$ cat src/rtl/comm_pkg.sv
// comm_pkg: shared types and protocol constants for the host
// command link (TX sequencer states, opcodes, response codes).
package comm_pkg;

  typedef enum logic [1:0] {
    IDLE,
    SEND_HI,
    SEND_LO
  } tx_state_t;

  typedef enum logic [2:0] {
    RX_IDLE,
    RX_START,
    RX_DATA,
    RX_STOP,
    RX_WAIT
  } rx_state_t;

  localparam logic [1:0] RD_REG = 2'b00;
  localparam logic [1:0] WR_REG = 2'b01;
  localparam logic [1:0] DUMP   = 2'b10;

  localparam logic [7:0] POS_ACK = 8'hA5;
  localparam logic [7:0] NEG_ACK = 8'hEE;

endpackage

$ cat src/rtl/comm_master_uart_rx.sv
// uart_rx: 8N1 receiver with 2-flop synchronizer, mid-bit
// sampling, glitch rejection and framing check.
module uart_rx
  import comm_pkg::*;
#(
  parameter int BAUD_DIV = 1736
) (
  input  logic       clk,
  input  logic       rst_n,
  input  logic       rx,
  output logic [7:0] rx_data,
  output logic       rx_rdy
);

  localparam logic [15:0] BAUD_M1 = 16'(BAUD_DIV - 1);
  localparam logic [15:0] HALF_M1 = 16'(BAUD_DIV / 2 - 1);

  rx_state_t   state;
  rx_state_t   state_nxt;
  logic        sync1;
  logic        sync2;
  logic        prev;
  logic [15:0] baud;
  logic [15:0] baud_nxt;
  logic [2:0]  bit_cnt;
  logic [2:0]  bit_cnt_nxt;
  logic [7:0]  data_nxt;
  logic        rdy_nxt;
  logic        tick;

  assign tick = (baud == 16'd0);

  always_comb begin
    state_nxt   = state;
    baud_nxt    = baud;
    bit_cnt_nxt = bit_cnt;
    data_nxt    = rx_data;
    rdy_nxt     = 1'b0;
    if (state inside {RX_START, RX_DATA, RX_STOP}) begin
      baud_nxt = tick ? BAUD_M1 : baud - 16'd1;
    end
    unique case (state)
      RX_IDLE: begin
        if (prev && !sync2) begin
          baud_nxt  = HALF_M1;
          state_nxt = RX_START;
        end
      end
      RX_START: begin
        // a start bit that is high again at mid-bit was a glitch
        if (tick) begin
          bit_cnt_nxt = '0;
          state_nxt   = sync2 ? RX_IDLE : RX_DATA;
        end
      end
      RX_DATA: begin
        if (tick) begin
          data_nxt    = {sync2, rx_data[7:1]};
          bit_cnt_nxt = bit_cnt + 3'd1;
          if (bit_cnt == 3'd7) begin
            state_nxt = RX_STOP;
          end
        end
      end
      RX_STOP: begin
        if (tick) begin
          rdy_nxt   = sync2;
          state_nxt = sync2 ? RX_IDLE : RX_WAIT;
        end
      end
      RX_WAIT: begin
        if (sync2) begin
          state_nxt = RX_IDLE;
        end
      end
      default: state_nxt = RX_IDLE;
    endcase
  end

  always_ff @(posedge clk or negedge rst_n) begin
    if (!rst_n) begin
      sync1   <= 1'b1;
      sync2   <= 1'b1;
      prev    <= 1'b1;
      state   <= RX_IDLE;
      baud    <= '0;
      bit_cnt <= '0;
      rx_data <= '0;
      rx_rdy  <= 1'b0;
    end else begin
      sync1   <= rx;
      sync2   <= sync1;
      prev    <= sync2;
      state   <= state_nxt;
      baud    <= baud_nxt;
      bit_cnt <= bit_cnt_nxt;
      rx_data <= data_nxt;
      rx_rdy  <= rdy_nxt;
    end
  end

endmodule

$ cat src/rtl/comm_master.sv
// comm_master: sends 16-bit commands as two 8N1 frames (high
// byte first) and collects response bytes behind a sticky flag.
module comm_master
  import comm_pkg::*;
#(
  parameter int BAUD_DIV = 1736
) (
  input  logic        clk,
  input  logic        rst_n,
  input  logic [15:0] cmd,
  input  logic        snd_cmd,
  output logic        TX,
  input  logic        RX,
  output logic        busy,
  output logic        cmd_cmplt,
  output logic [7:0]  resp,
  output logic        resp_rdy,
  input  logic        clr_resp_rdy
);

  localparam logic [15:0] BAUD_M1 = 16'(BAUD_DIV - 1);

  tx_state_t   state;
  tx_state_t   state_nxt;
  logic        snd_q;
  logic [15:0] cmd_q;
  logic [15:0] hold;
  logic [15:0] hold_nxt;
  logic [9:0]  shift;
  logic [9:0]  shift_nxt;
  logic [3:0]  bit_cnt;
  logic [3:0]  bit_cnt_nxt;
  logic [15:0] baud;
  logic [15:0] baud_nxt;
  logic        busy_nxt;
  logic        cmplt_nxt;
  logic [7:0]  rx_data;
  logic        rx_rdy;

  // request is registered so TX/busy move one edge after snd_cmd
  always_ff @(posedge clk or negedge rst_n) begin
    if (!rst_n) begin
      snd_q <= 1'b0;
      cmd_q <= '0;
    end else begin
      snd_q <= snd_cmd;
      cmd_q <= cmd;
    end
  end

  always_comb begin
    state_nxt   = state;
    hold_nxt    = hold;
    shift_nxt   = shift;
    bit_cnt_nxt = bit_cnt;
    baud_nxt    = baud;
    busy_nxt    = busy;
    cmplt_nxt   = cmd_cmplt;
    unique case (state)
      IDLE: begin
        if (snd_q) begin
          hold_nxt    = cmd_q;
          shift_nxt   = {1'b1, cmd_q[15:8], 1'b0};
          bit_cnt_nxt = '0;
          baud_nxt    = BAUD_M1;
          busy_nxt    = 1'b1;
          cmplt_nxt   = 1'b0;
          state_nxt   = SEND_HI;
        end
      end
      SEND_HI, SEND_LO: begin
        if (baud != 16'd0) begin
          baud_nxt = baud - 16'd1;
        end else begin
          baud_nxt = BAUD_M1;
          if (bit_cnt != 4'd9) begin
            shift_nxt   = {1'b1, shift[9:1]};
            bit_cnt_nxt = bit_cnt + 4'd1;
          end else if (state == SEND_HI) begin
            // low byte start bit follows the stop bit directly
            hold_nxt    = {hold[7:0], hold[15:8]};
            shift_nxt   = {1'b1, hold[7:0], 1'b0};
            bit_cnt_nxt = '0;
            state_nxt   = SEND_LO;
          end else begin
            busy_nxt  = 1'b0;
            cmplt_nxt = 1'b1;
            state_nxt = IDLE;
          end
        end
      end
      default: state_nxt = IDLE;
    endcase
  end

  always_ff @(posedge clk or negedge rst_n) begin
    if (!rst_n) begin
      state     <= IDLE;
      hold      <= '0;
      shift     <= '1;
      bit_cnt   <= '0;
      baud      <= '0;
      busy      <= 1'b0;
      cmd_cmplt <= 1'b0;
    end else begin
      state     <= state_nxt;
      hold      <= hold_nxt;
      shift     <= shift_nxt;
      bit_cnt   <= bit_cnt_nxt;
      baud      <= baud_nxt;
      busy      <= busy_nxt;
      cmd_cmplt <= cmplt_nxt;
    end
  end

  assign TX = shift[0];

  uart_rx #(
    .BAUD_DIV(BAUD_DIV)
  ) u_rx (
    .clk    (clk),
    .rst_n  (rst_n),
    .rx     (RX),
    .rx_data(rx_data),
    .rx_rdy (rx_rdy)
  );

  // a new byte setting the flag beats a same-cycle clear
  always_ff @(posedge clk or negedge rst_n) begin
    if (!rst_n) begin
      resp     <= '0;
      resp_rdy <= 1'b0;
    end else begin
      if (rx_rdy) begin
        resp     <= rx_data;
        resp_rdy <= 1'b1;
      end else if (clr_resp_rdy) begin
        resp_rdy <= 1'b0;
      end
    end
  end

endmodule

$ cat config.mk
export PLATFORM = sky130hd
export DESIGN_NAME = comm_master
export DESIGN_NICKNAME = d
export VERILOG_FILES = /design/src/rtl/comm_pkg.sv /design/src/rtl/comm_master_uart_rx.sv /design/src/rtl/comm_master.sv
export SDC_FILE = /design/constraint.sdc
export NUM_CORES = 1
export LEC_CHECK = 0
export CORE_MARGIN = 2
export CORE_UTILIZATION = 52
export CTS_CLUSTER_DIAMETER = 150
export DETAILED_ROUTE_END_ITERATION = 10
export PLACE_DENSITY = 0.72
export SYNTH_ARGS = -nofsm -noshare
export SYNTH_HDL_FRONTEND = slang
export SYNTH_HIERARCHICAL = 1
export SYNTH_SLANG_ARGS = --single-unit
$ cat constraint.sdc
create_clock -name clk -period 2.9 [get_ports clk]
set_input_delay 0.58 -clock clk [delete_from_list [all_inputs] [get_ports clk]]
set_output_delay 0.58 -clock clk [all_outputs]
set_load 0.05 [all_outputs]
==> impl_metrics.csv <==
group,metric,value,unit
sta,finalSetupViolCount,0,
clock_tree,post-cts-setup-buffer-count,0,
floorplan,die-height,102,um
sta,fmax,401,MHz
drt,dr.pass1.iters,4,
sta,rsz0062_at_grt,"false",
logic_synthesis,ys_async_sr_fraction,100,%
grt,grt_pass1_vias,3449,
placement,finalWeightedCongestion,0.834,
sta,whs,0.162,ns
power_and_ir_drop,p_leak,2.39,nW
grt,antenna_found_initial,0,
logic_synthesis,yosys_warnings,6,
worst_setup_path,crit_required,3.21,ns
drt,via_count,3494,
floorplan,core.rowCount,35,
placement,dp_hpwl,6490,um
logic_synthesis,ys_types,59,
logic_synthesis,synth.avg_cell_area,11.1,um2
worst_setup_path,start_kind,"flip-flop",
power_and_ir_drop,ir_drop,482,uV
logic_synthesis,ys_seq_elements,109,
worst_setup_path,cp_data_arrival_time,2.80,ns
clock_tree,cts_max_level,3,
placement,portBuffers,32,
sta,clock_skew,0.00601,ns
sta,setup_tns,0,ns
worst_setup_path,worstSetupEndpointType,"flip-flop",
clock_tree,clk_latency,0.37,ns
final_layout,syn_to_final_growth,13.0,%
clock_tree,cts_resized,0,
floorplan,start_util,53.8,%
drt,wire_per_inst,15.1,um
floorplan,dieArea,10400,um2
logic_synthesis,syn-num-nets,477,
final_layout,layout_common_cells,"dfrtp_1 (97), nor2_1 (53), nand2_1 (34)",
sta,maxSlewViolCount,0,
drt,viasPerCell,5.67,
clock_tree,root_buffer,"clkbuf_8",
power_and_ir_drop,cellPowerDensity,887,nW/um2
final_layout,final_common_cell,"dfrtp_1",
grt,track_usage,19.6,%
logic_synthesis,synth_edf_count,0,
clock_tree,numCtsBuffers,9,
clock_tree,clockBufferDepth,2,
clock_tree,tritoncts,"built",
logic_synthesis,yosysSeqAreaShare,55.1,%
worst_setup_path,path_max_fanout,12,
sta,period_share,85.9,%
sta,slew_headroom,52.6,%
final_layout,fin_nets,511,
floorplan,core_area,9240,um2
grt,grt_pass1_wl,16000,um
drt,drc_errors,0,
grt,gr-total-overflow,0,
floorplan,dieWidth,102,um
worst_setup_path,critPathKind,"reg -> reg",
run_status,outcome,"complete, no violations",
sta,max_slew.worst_pin.slew,0.704,ns
grt,grt_max_degree,44,
drt,finalWirelength,9280,um
run,max_cap_violations,0,
clock_tree,path_clk_slew,0.10,ns
logic_synthesis,netlist_area,4970,um2
logic_synthesis,syn_inst,448,
floorplan,io_pins,33,
drt,drt-initial-drc-count,188,
logic_synthesis,ys.flop_type,"dfrtp_1",
clock_tree,holdBufCountCts,0,
clock_tree,cts_sinks,109,
sta,fin_crit,2.49,ns
final_layout,diodes,0,
final_layout,drive_gt1_share,16.0,%
drt,antenna_left,0,
sta,hold_violations,0,
hold_path,holdCritPathClass,"in -> async",
==> sequential cells by signal, indices dropped and copies added (netlist names) <==
signal and cells:
bit_cnt 4, u_rx/prev 1, cmd_q 16, u_rx/rx_data 8, u_rx/state 3, resp_rdy 1
u_rx/sync2 1, snd_q 1, u_rx/baud 16, baud 16, cmd_cmplt 1, busy 1
u_rx/rx_rdy 1, state 2, resp 8, u_rx/sync1 1, hold 16, shift 9
u_rx/bit_cnt 3
==> final timing paths <==
check                                startpoint                   end  slack, ns  cells after the start
setup / recovery            baud[7]$_DFFE_PN0P_  shift[2]$_DFFE_PN1P_       0.41                      5
hold / removal                            rst_n   resp[4]$_DFFE_PN0P_       0.16                      1
setup reg to reg            baud[7]$_DFFE_PN0P_  shift[2]$_DFFE_PN1P_       0.41                      5
hold reg to reg            u_rx/sync1$_DFF_PN1_  u_rx/sync2$_DFF_PN1_       0.36                      0
max in group asynchronous                 rst_n  shift[6]$_DFFE_PN1P_       1.90                      2
min in group clk           u_rx/sync1$_DFF_PN1_  u_rx/sync2$_DFF_PN1_       0.36                      0
==> through the flow <==
step / util, % / std cells / instance area [um2] / power (mW) / worst slack [ns]
final: 60.8 / 616 / 5620 / 4.98 / 0.408
after global routing: 60.8 / 616 / 5620 / 5.34 / 0.195
after CTS: 60.8 / 616 / 5620 / 5.03 / 0.395
after detailed placement: 58.8 / 600 / 5440 / 4.15 / 0.414
after global placement: 58.8 / 600 / 5440 / 4.07 / 0.475
after floorplan: - / 448 / 4970 / 3.71 / 0.721
==> logic make-up (layout without fill, tap and decap cells) <==
kind of cell,after synthesis,count (layout),share of synthesized area [%]
fa+ha+maj,8,8,2.01
flops,109,109,55.1
compound gates,83,83,11.2
simple gates,170,170,18.6
xor+xnor,21,21,3.70
buf+inv,28,67,2.41
mux,29,29,6.87
==> cells in the mapped netlist (3+ instances only) <==
master	instances	area, um2
nor4_1	8	50.1
nand3_1	11	55.1
clkbuf_1	12	45.0
mux2_4	5	75.1
nor2b_1	3	18.8
buf_2	3	15.0
dfrtp_1	97	2430
or4_1	6	45.0
xor2_1	12	105
mux2_2	21	236
inv_1	11	41.3
nand4_1	8	50.1
nand2_1	34	128
o21ai_0	8	40.0
ha_1	8	100
mux2i_1	3	30.0
nand4b_1	3	26.3
dfstp_2	12	315
a31oi_1	10	62.6
nand3b_1	3	22.5
o22ai_1	20	125
xnor2_1	9	78.8
a21oi_1	19	95.1
a41oi_1	3	26.3
or3_1	8	50.1
nor3_1	17	85.1
nor2_1	53	199
==> where the power goes <==
part	internal, mW	switching, mW	leakage (nW)
sequential	1.90	0.319	1.33
clock	0.331	0.536	0.0920
combinational	0.833	1.06	0.965
==> per-layer routing <==
layer,global-route usage (%),part of all wire [%],vias up
li1,-,-,1689
met2,31.7,49,65
met1,25.9,45,1732
met4,6.46,0.96,0
met5,0,0,-
met3,5.13,4.6,8
==> critical path, stage by stage, from the launching register on <==
cell	delay (ns)
dfrtp_1	0.42
nor4_1	0.59
nand4_2	0.29
a21o_4	0.32
a31oi_4	0.42
mux2_2	0.39
==> cell type report <==
class	count	area (um2)
Fill cell	752	3620
Clock buffer	10	128
Multi-Input combinational cell	311	2110
Sequential cell	109	2740
Inverter	11	41.3
Clock inverter	6	57.6
Timing Repair Buffer	40	378
Tap cell	129	161
(Power assumes the default switching activity.)
